File: src/rtl/adpll_pkg.sv
// Shared ADPLL definitions: DCO FSM encoding, default widths and half-period clamp limits.
package adpll_pkg;
  localparam int DCO_CC_WIDTH       = 9;
  localparam int CNT_WIDTH          = 12;
  localparam int CENTRE_HALF_PERIOD = 256;
  localparam int HALF_PERIOD_MIN    = 4;
  localparam int HALF_PERIOD_MAX    = 1023;
  localparam int CC_FRAC_BITS       = 1;

  typedef enum logic [1:0] {
    IDLE     = 2'd0,
    RUN      = 2'd1,
    STOPPING = 2'd2
  } dco_state_e;
endpackage

File: src/rtl/dco_period_calc.sv
// Control code -> clamped half-period. With DCO_FRAC_EN defined the low code bits are a
// fraction whose accumulator carry shortens the half-period by one cycle.
module dco_period_calc #(
  parameter int DCO_CC_WIDTH       = adpll_pkg::DCO_CC_WIDTH,
  parameter int CNT_WIDTH          = adpll_pkg::CNT_WIDTH,
  parameter int CENTRE_HALF_PERIOD = adpll_pkg::CENTRE_HALF_PERIOD,
  parameter int HALF_PERIOD_MIN    = adpll_pkg::HALF_PERIOD_MIN,
  parameter int HALF_PERIOD_MAX    = adpll_pkg::HALF_PERIOD_MAX,
  parameter int CC_FRAC_BITS       = adpll_pkg::CC_FRAC_BITS
) (
  input  logic signed [DCO_CC_WIDTH-1:0] cc,
`ifdef DCO_FRAC_EN
  input  logic [CC_FRAC_BITS-1:0]        frac_acc,
  output logic [CC_FRAC_BITS-1:0]        frac_acc_nxt,
`endif
  output logic [CNT_WIDTH-1:0]           hp,
  output logic                           sat
);
  localparam int W = CNT_WIDTH + 2;
  localparam logic signed [W-1:0] CENTRE_S = W'(CENTRE_HALF_PERIOD);
  localparam logic signed [W-1:0] MIN_S    = W'(HALF_PERIOD_MIN);
  localparam logic signed [W-1:0] MAX_S    = W'(HALF_PERIOD_MAX);

  logic signed [W-1:0] cc_int, hp_raw;

`ifdef DCO_FRAC_EN
  logic [CC_FRAC_BITS:0] acc_sum;
  logic signed [W-1:0]   carry;

  assign cc_int       = W'(cc >>> CC_FRAC_BITS);
  assign acc_sum      = {1'b0, frac_acc} + {1'b0, cc[CC_FRAC_BITS-1:0]};
  assign frac_acc_nxt = acc_sum[CC_FRAC_BITS-1:0];
  assign carry        = W'(acc_sum[CC_FRAC_BITS]);
  assign hp_raw       = CENTRE_S - cc_int - carry;
`else
  assign cc_int = W'(cc);
  assign hp_raw = CENTRE_S - cc_int;
`endif

  always_comb begin
    hp  = hp_raw[CNT_WIDTH-1:0];
    sat = 1'b0;
    if (hp_raw < MIN_S) begin
      hp  = CNT_WIDTH'(HALF_PERIOD_MIN);
      sat = 1'b1;
    end else if (hp_raw > MAX_S) begin
      hp  = CNT_WIDTH'(HALF_PERIOD_MAX);
      sat = 1'b1;
    end
  end
endmodule

File: src/rtl/dco_core.sv
// Counter-based DCO: toggles dco_clk_o every applied half-period, retuning only at boundaries.
// Optional fractional control code via macro DCO_FRAC_EN.
module dco_core #(
  parameter int DCO_CC_WIDTH       = adpll_pkg::DCO_CC_WIDTH,
  parameter int CNT_WIDTH          = adpll_pkg::CNT_WIDTH,
  parameter int CENTRE_HALF_PERIOD = adpll_pkg::CENTRE_HALF_PERIOD,
  parameter int HALF_PERIOD_MIN    = adpll_pkg::HALF_PERIOD_MIN,
  parameter int HALF_PERIOD_MAX    = adpll_pkg::HALF_PERIOD_MAX,
  parameter int CC_FRAC_BITS       = adpll_pkg::CC_FRAC_BITS
) (
  input  logic                    gen_clk_i,
  input  logic                    reset_i,
  input  logic                    enable_i,
  input  logic [DCO_CC_WIDTH-1:0] dco_cc_i,
  output logic                    dco_clk_o,
  output logic                    dco_edge_o,
  output logic [CNT_WIDTH-1:0]    half_period_o,
  output logic                    sat_o
);
  import adpll_pkg::*;

  dco_state_e           state, state_nxt;
  logic [CNT_WIDTH-1:0] cnt, calc_hp;
  logic                 calc_sat, term, load, toggle, dec;

  assign term = (cnt == '0);

`ifdef DCO_FRAC_EN
  logic [CC_FRAC_BITS-1:0] frac_acc, frac_acc_nxt;
`endif

  dco_period_calc #(
    .DCO_CC_WIDTH      (DCO_CC_WIDTH),
    .CNT_WIDTH         (CNT_WIDTH),
    .CENTRE_HALF_PERIOD(CENTRE_HALF_PERIOD),
    .HALF_PERIOD_MIN   (HALF_PERIOD_MIN),
    .HALF_PERIOD_MAX   (HALF_PERIOD_MAX),
    .CC_FRAC_BITS      (CC_FRAC_BITS)
  ) u_calc (
    .cc          (dco_cc_i),
`ifdef DCO_FRAC_EN
    .frac_acc    (frac_acc),
    .frac_acc_nxt(frac_acc_nxt),
`endif
    .hp          (calc_hp),
    .sat         (calc_sat)
  );

  always_ff @(posedge gen_clk_i) begin
    if (reset_i) state <= IDLE;
    else         state <= state_nxt;
  end

  // A stop request while low ends at once; while high it waits for the phase to finish.
  always_comb begin
    state_nxt = state;
    unique case (state)
      IDLE: if (enable_i) state_nxt = RUN;
      RUN, STOPPING: begin
        if (!enable_i && !dco_clk_o) state_nxt = IDLE;
        else if (term)               state_nxt = enable_i ? RUN : IDLE;
        else                         state_nxt = enable_i ? RUN : STOPPING;
      end
      default: state_nxt = IDLE;
    endcase
  end

  always_comb begin
    load   = 1'b0;
    toggle = 1'b0;
    dec    = 1'b0;
    unique case (state)
      IDLE: load = enable_i;
      RUN, STOPPING: begin
        if (enable_i || dco_clk_o) begin
          toggle = term;
          load   = term && enable_i;
          dec    = !term;
        end
      end
      default: ;
    endcase
  end

  always_ff @(posedge gen_clk_i) begin
    if (reset_i) begin
      cnt           <= '0;
      dco_clk_o     <= 1'b0;
      dco_edge_o    <= 1'b0;
      half_period_o <= CNT_WIDTH'(CENTRE_HALF_PERIOD);
      sat_o         <= 1'b0;
    end else begin
      dco_edge_o <= toggle && !dco_clk_o;
      if (toggle) dco_clk_o <= !dco_clk_o;
      if (load) begin
        cnt           <= calc_hp - 1'b1;
        half_period_o <= calc_hp;
        sat_o         <= calc_sat;
      end else if (dec) begin
        cnt <= cnt - 1'b1;
      end
    end
  end

`ifdef DCO_FRAC_EN
  always_ff @(posedge gen_clk_i) begin
    if (reset_i)   frac_acc <= '0;
    else if (load) frac_acc <= frac_acc_nxt;
  end
`endif
endmodule

File: config.mk
export PLATFORM = sky130hd
export DESIGN_NAME = dco_core
export DESIGN_NICKNAME = d
export VERILOG_FILES = /design/src/rtl/adpll_pkg.sv /design/src/rtl/dco_period_calc.sv /design/src/rtl/dco_core.sv
export SDC_FILE = /design/constraint.sdc
export NUM_CORES = 1
export LEC_CHECK = 0
export CAP_MARGIN = 25
export CORE_UTILIZATION = 37
export DETAILED_ROUTE_END_ITERATION = 7
export MAX_ROUTING_LAYER = met4
export PLACE_DENSITY_LB_ADDON = 0.15
export REMOVE_ABC_BUFFERS = 1
export SLEW_MARGIN = 5
export SYNTH_ARGS = -nofsm -noshare
export SYNTH_HDL_FRONTEND = slang
export SYNTH_SLANG_ARGS = --single-unit
File: constraint.sdc
create_clock -name gen_clk_i -period 6.15 [get_ports gen_clk_i]
set_clock_uncertainty 0.1 [all_clocks]
set_input_delay 0.9225 -clock gen_clk_i [delete_from_list [all_inputs] [get_ports gen_clk_i]]
set_output_delay 0.9225 -clock gen_clk_i [all_outputs]
set_load 0.02 [all_outputs]
==> results.sh, run 1 <==
export IMPL_status="complete, no violations"
export IMPL_htreeDepth=1
export IMPL_clk_pin_slew_ns=0.09
export IMPL_place_area_mm2=0.002113
export IMPL_crit_path_end_kind="register"
export IMPL_postCtsSetupRepairBufs=0
export IMPL_core_area_mm2=0.004755
export IMPL_crit_path_max_incr_delay_ns=0.59
export IMPL_post_cts_resized=0
export IMPL_switchingPower_mw=0.1674
export IMPL_synth_area_per_cell_um2=7.921
export IMPL_setup_tns_ns=0
export IMPL_p_total_mw=0.4704
export IMPL_path_class="primary input to register"
export IMPL_grt_max_degree=34
export IMPL_finalCritPeriodShare=0.6860
export IMPL_hold_buffers=0
export IMPL_antenna_found_initial=0
export IMPL_wl_um=4599
export IMPL_synth_top_area_cell="dfxtp_1"
export IMPL_grtUsageTotal=0.1873
export IMPL_ir_worst_vdd_mv=0.09242
export IMPL_seq_power_share=0.428
export IMPL_nNetsFinal=270
export IMPL_grt_pass1_vias=1591
export IMPL_synth_top_area_share=0.2929
export IMPL_synth_seq_cells=27
export IMPL_fmax_ghz=0.2370
export IMPL_wl_met1_um=2313
export IMPL_maxCapViolations=0
export IMPL_cp_data_required_time_ns=6.25
export IMPL_diodes=0
export IMPL_cts_tree="yes"
export IMPL_route_detailed_drc=0
export IMPL_drive_gt1_frac=0.06719
export IMPL_grt_overflow=0
export IMPL_cp_max_fo=11
export IMPL_ys_flop_type="dfxtp_1"
export IMPL_synth_enable_flop_cells=0
export IMPL_combPwrFrac=0.352
export IMPL_wl_met2_um=1989
export IMPL_yosysWarnings=0
export IMPL_vias_per_cell=5.588
export IMPL_post_dp_hpwl_um=3359
export IMPL_globalplace_congestion=0.8657
export IMPL_vias=1788
export IMPL_synth_area_mm2=0.001846
export IMPL_synth_area_leaders="dfxtp_1, a21oi_1, nand2_1"
export IMPL_yosysSeqAreaShare=0.2929
export IMPL_slew_viol_final=0
export IMPL_startpoint_type="primary input"
export IMPL_p_int_mw=0.3030
export IMPL_drt_initial_drc_count=155
export IMPL_min_period_ns=4.219
export IMPL_cp_num_buf_inv=2
export IMPL_routed_top_layer="met4"
export IMPL_setup_viol=0
export IMPL_swShare=0.3559
export IMPL_drt_wirelength_per_cell_um=14.37
export IMPL_hold_viol=0
export IMPL_clockBufferDepth=2
export IMPL_syn_inst=233
export IMPL_tightest_slew_ns=0.7415
export IMPL_hp_class="register to register"
export IMPL_rsz0062_at_grt="no"
export IMPL_ys_types=62
export IMPL_final_antenna_net_count=0
export IMPL_fin_area_mm2=0.002158
export IMPL_num_rows=25
export IMPL_wl_met3_um=215
export IMPL_cpLargestDelayFamily="compound AO/OA/AOI/OAI gates"
export IMPL_total_leakage_power_nw=0.7411
export IMPL_fp_dieH_um=72.63
export IMPL_dr_pass1_iters=4
export IMPL_cts_sinks=27
export IMPL_die_area_mm2=0.005274
export IMPL_placed_cells=316
export IMPL_die_x_um=72.63
export IMPL_cts_buffers=3
export IMPL_crit_chain="clkdlybuf4s50_1, or4bb_1, a31o_2, a221oi_1, a21oi_1, and2_1, a21oi_1, ha_1, inv_1, nor2_1, o211ai_1, xor2_1, a211oi_1"
export IMPL_synth_cells_most_frequent="dfxtp_1, nand2_1, nor2_1"
export IMPL_final_cells=320
export IMPL_clk_latency_ns=0.28
export IMPL_yosysMostFrequentCell="dfxtp_1"
export IMPL_p_per_area_mw_per_mm2=217.9
export IMPL_start_util=0.3882
export IMPL_port_buffers=24
export IMPL_slowest_stage="clkdlybuf4s50_1"
export IMPL_cpMostUsedCell="a21oi_1"
export IMPL_max_slew_margin=0.5051
export IMPL_synthArstFlopShare=0
export IMPL_power_share_clock=0.221
export IMPL_crit_arrival_ns=4.31
export IMPL_area_delta_synth_final_pct=16.95
export IMPL_io_pins=27
export IMPL_ctsRootBufferMaster="clkbuf_8"
export IMPL_grt_first_pass_wirelength_um=7583
[worst min-delay path, stage by stage (launching register included)]
cell and delay, ns:
dfxtp_1 0.32, nand2_1 0.05, a21oi_1 0.05
[state kept, by name (all words and copies together) (netlist names)]
register       count
cnt               12
dco_clk_o          1
dco_edge_o         1
half_period_o     10
sat_o              1
state              2
[cell families after synthesis]
group / share of synthesized area
AOI/OAI and AO/OA: 0.2529
xor gates and xnor gates: 0.05220
adders and majority gates: 0.02712
buffers and inverters: 0.06711
DFF: 0.2929
muxes: 0.02305
other: 0.002032
and+or+nand+nor: 0.2827
[metrics by stage]
stage,setup slack (ns),hold slack [ns],util
after floorplan,2.474,0.3425,-
after global placement,1.752,0.3456,0.4445
after detailed placement,1.669,0.3487,0.4445
after CTS,1.951,0.3620,0.4539
after global routing,1.668,0.3771,0.4539
final,1.931,0.3572,0.4539
[placed cells by master (no fill, tap or decap), types with 2 or more instances in the layout]
cell type,n
a211oi_1,2
a21oi_1,18
a221oi_1,2
a22oi_1,3
a311o_1,2
a311oi_1,2
a31oi_1,2
and2_1,3
and3_1,2
buf_4,5
clkbuf_8,3
clkdlybuf4s50_1,24
conb_1,2
dfxtp_1,27
ha_1,4
inv_1,7
mux2_2,2
mux2i_1,2
nand2_1,20
nand2b_1,4
nand3_1,6
nand4_1,2
nor2_1,20
nor2b_1,3
nor3_1,13
nor3b_1,3
nor4_1,3
o2111ai_1,2
o211ai_1,4
o21ai_0,8
o22ai_1,2
o31ai_1,7
or3_1,3
or4_1,5
xnor2_1,7
xor2_1,4
[power groups by stage]
stage,Combinational (mW),Sequential (mW),Clock (mW)
after floorplan,0.100,0.209,0
after CTS,0.165,0.201,0.106
after global placement,0.164,0.205,0
final,0.165,0.201,0.104
after global routing,0.183,0.203,0.114
after detailed placement,0.165,0.205,0
[layer usage]
metal  vias up  GRT usage
li1        914          -
met1       813     0.2616
met2        51     0.2773
met3        10    0.02072
met4         0    0.06972
met5         -          -
[cell type report]
| cell class | count | area, um^2 |
|---|---|---|
| fillers | 514 | 2596 |
| inverters | 7 | 26.28 |
| well taps | 67 | 83.83 |
| repair buffers | 29 | 277.8 |
| flip-flops and latches | 27 | 540.5 |
| multi-input cells | 186 | 1185 |
| clock buffers | 4 | 45.04 |
[final timing paths]
path                    start                to  slack (ns)  cells after the start
min          half_period_o[5]  half_period_o[5]        0.36                      2
max reg2reg          state[1]            cnt[4]        2.78                     14
max               dco_cc_i[3]            cnt[4]        1.93                     13
min reg2reg  half_period_o[5]  half_period_o[5]        0.36                      2
(Power assumes the default switching activity.)
==> inputs of run 2 (changes only) <==
- clock period: 6.15 -> 3.6 ns (I/O delays scaled with it)
==> results.sh, run 2 (synthesis results as in run 1) <==
export IMPL_grt_pass1_vias=1774
export IMPL_drt_wirelength_per_cell_um=14.36
export IMPL_reg_largest_list="cnt x12, half_period_o x10, state x2"
export IMPL_clockBufferDepth=2
export IMPL_hp_class="register to register"
export IMPL_min_period_ns=3.359
export IMPL_min_path_cells=2
export IMPL_clk_latency_ns=0.28
export IMPL_cts_sinks=27
export IMPL_path_class="primary input to register"
export IMPL_final_antenna_net_count=0
export IMPL_crit_arrival_ns=3.46
export IMPL_finalCritPeriodShare=0.9330
export IMPL_cts_buffers=3
export IMPL_area_delta_synth_final_pct=28.27
export IMPL_diodes=0
export IMPL_n_fill_cell=499
export IMPL_max_slew_margin=0.5653
export IMPL_whs_ns=0.3558
export IMPL_ir_worst_vdd_mv=0.1713
export IMPL_tightest_slew_ns=0.6500
export IMPL_grt_first_pass_wirelength_um=8404
export IMPL_status="complete, no violations"
export IMPL_wl_um=4983
export IMPL_largest_reg_flops=12
export IMPL_hold_buffers=0
export IMPL_rsz0062_at_grt="no"
export IMPL_grt_overflow=0
export IMPL_vias_per_cell=5.565
export IMPL_slew_viol_final=0
export IMPL_die_x_um=72.63
export IMPL_vias=1931
export IMPL_clk_pin_slew_ns=0.09
export IMPL_dr_pass1_iters=4
export IMPL_crit_path_end_kind="register"
export IMPL_total_leakage_power_nw=0.8702
export IMPL_post_route_util=0.4979
export IMPL_grtUsageTotal=0.2109
export IMPL_nNetsFinal=297
export IMPL_drt_initial_drc_count=104
export IMPL_maxCapViolations=0
export IMPL_die_area_mm2=0.005274
export IMPL_route_detailed_drc=0
export IMPL_cp_max_fo=4
export IMPL_startpoint_type="primary input"
export IMPL_antenna_found_initial=0
export IMPL_htreeDepth=1
export IMPL_grt_max_degree=20
export IMPL_layout_common_cells="buf_4, dfxtp_1, clkdlybuf4s50_1, nand2_1, nor2_1"
export IMPL_hold_viol=0
export IMPL_p_per_area_mw_per_mm2=353.7
export IMPL_globalplace_congestion=0.8286
export IMPL_io_pins=27
export IMPL_cts_tree="yes"
export IMPL_postCtsSetupRepairBufs=0
export IMPL_top_register="cnt"
export IMPL_ctsRootBufferMaster="clkbuf_8"
export IMPL_port_buffers=24
export IMPL_layout_commonest_cell="buf_4"
export IMPL_rr_worst_depth=13
export IMPL_core_area_mm2=0.004755
export IMPL_setup_viol=0
export IMPL_post_cts_resized=0
export IMPL_num_rows=25
export IMPL_start_util=0.3882
export IMPL_fp_dieH_um=72.63
export IMPL_cp_data_required_time_ns=3.70
export IMPL_post_dp_hpwl_um=3853
export IMPL_drive_gt1_frac=0.1607
export IMPL_fmax_ghz=0.2977
## run 2: changes by cell type in the layout (fill, tap and decap cells not counted)
cell / before / now
buf_4: 5 / 32
a221oi_2: 0 / 1
a221oi_1: 2 / 1
## run 2: through the flow
step	instance area, um^2	TNS [ns]	std cells	setup WS, ns	total power, mW
after floorplan	1752	0	220	0.03257	0.5273
after global placement	2316	-0.05296	343	-0.03567	0.6624
after detailed placement	2316	-0.1608	343	-0.07230	0.6638
after CTS	2361	0	347	0.2016	0.8434
after global routing	2367	0	347	0.02293	0.8873
final	2367	0	347	0.2413	0.8372
## run 2: per-layer routing
metal	track usage	part of all wire	up-vias
met2	0.3333	0.47	45
met1	0.2781	0.48	911
li1	-	-	968
met4	0.07625	0.018	0
met5	-	0	-
met3	0.02348	0.033	7
## run 2: path summary, 6_finish.rpt
check,endpoint,slack [ns],start
min reg2reg,half_period_o[5],0.36,half_period_o[5]
min,half_period_o[5],0.36,half_period_o[5]
max,cnt[10],0.24,dco_cc_i[3]
max reg2reg,cnt[4],0.64,state[1]
## run 2: cell type report
class | instances | area [um^2] | area share
multi-input cells | 186 | 1191 | 0.5032
flip-flops and latches | 27 | 540.5 | 0.2283
repair buffers | 56 | 480.5 | 0.2030
well taps | 67 | 83.83 | 0.03541
clock buffers | 4 | 45.04 | 0.01903
inverters | 7 | 26.28 | 0.01110
## run 2: worst max-delay path: stages
cell and delay (ns):
clkdlybuf4s50_1 0.45, buf_4 0.15, or2_1 0.26, or4_4 0.54, a222oi_1 0.33, buf_4 0.19, a31oi_1 0.11, or3_4 0.40
a2111o_1 0.34, a21oi_1 0.13
## run 2: report_power, final
part,internal [mW],switching (mW)
combinational,0.140,0.178
sequential,0.323,0.0199
clock,0.0795,0.0974
total,0.542,0.295
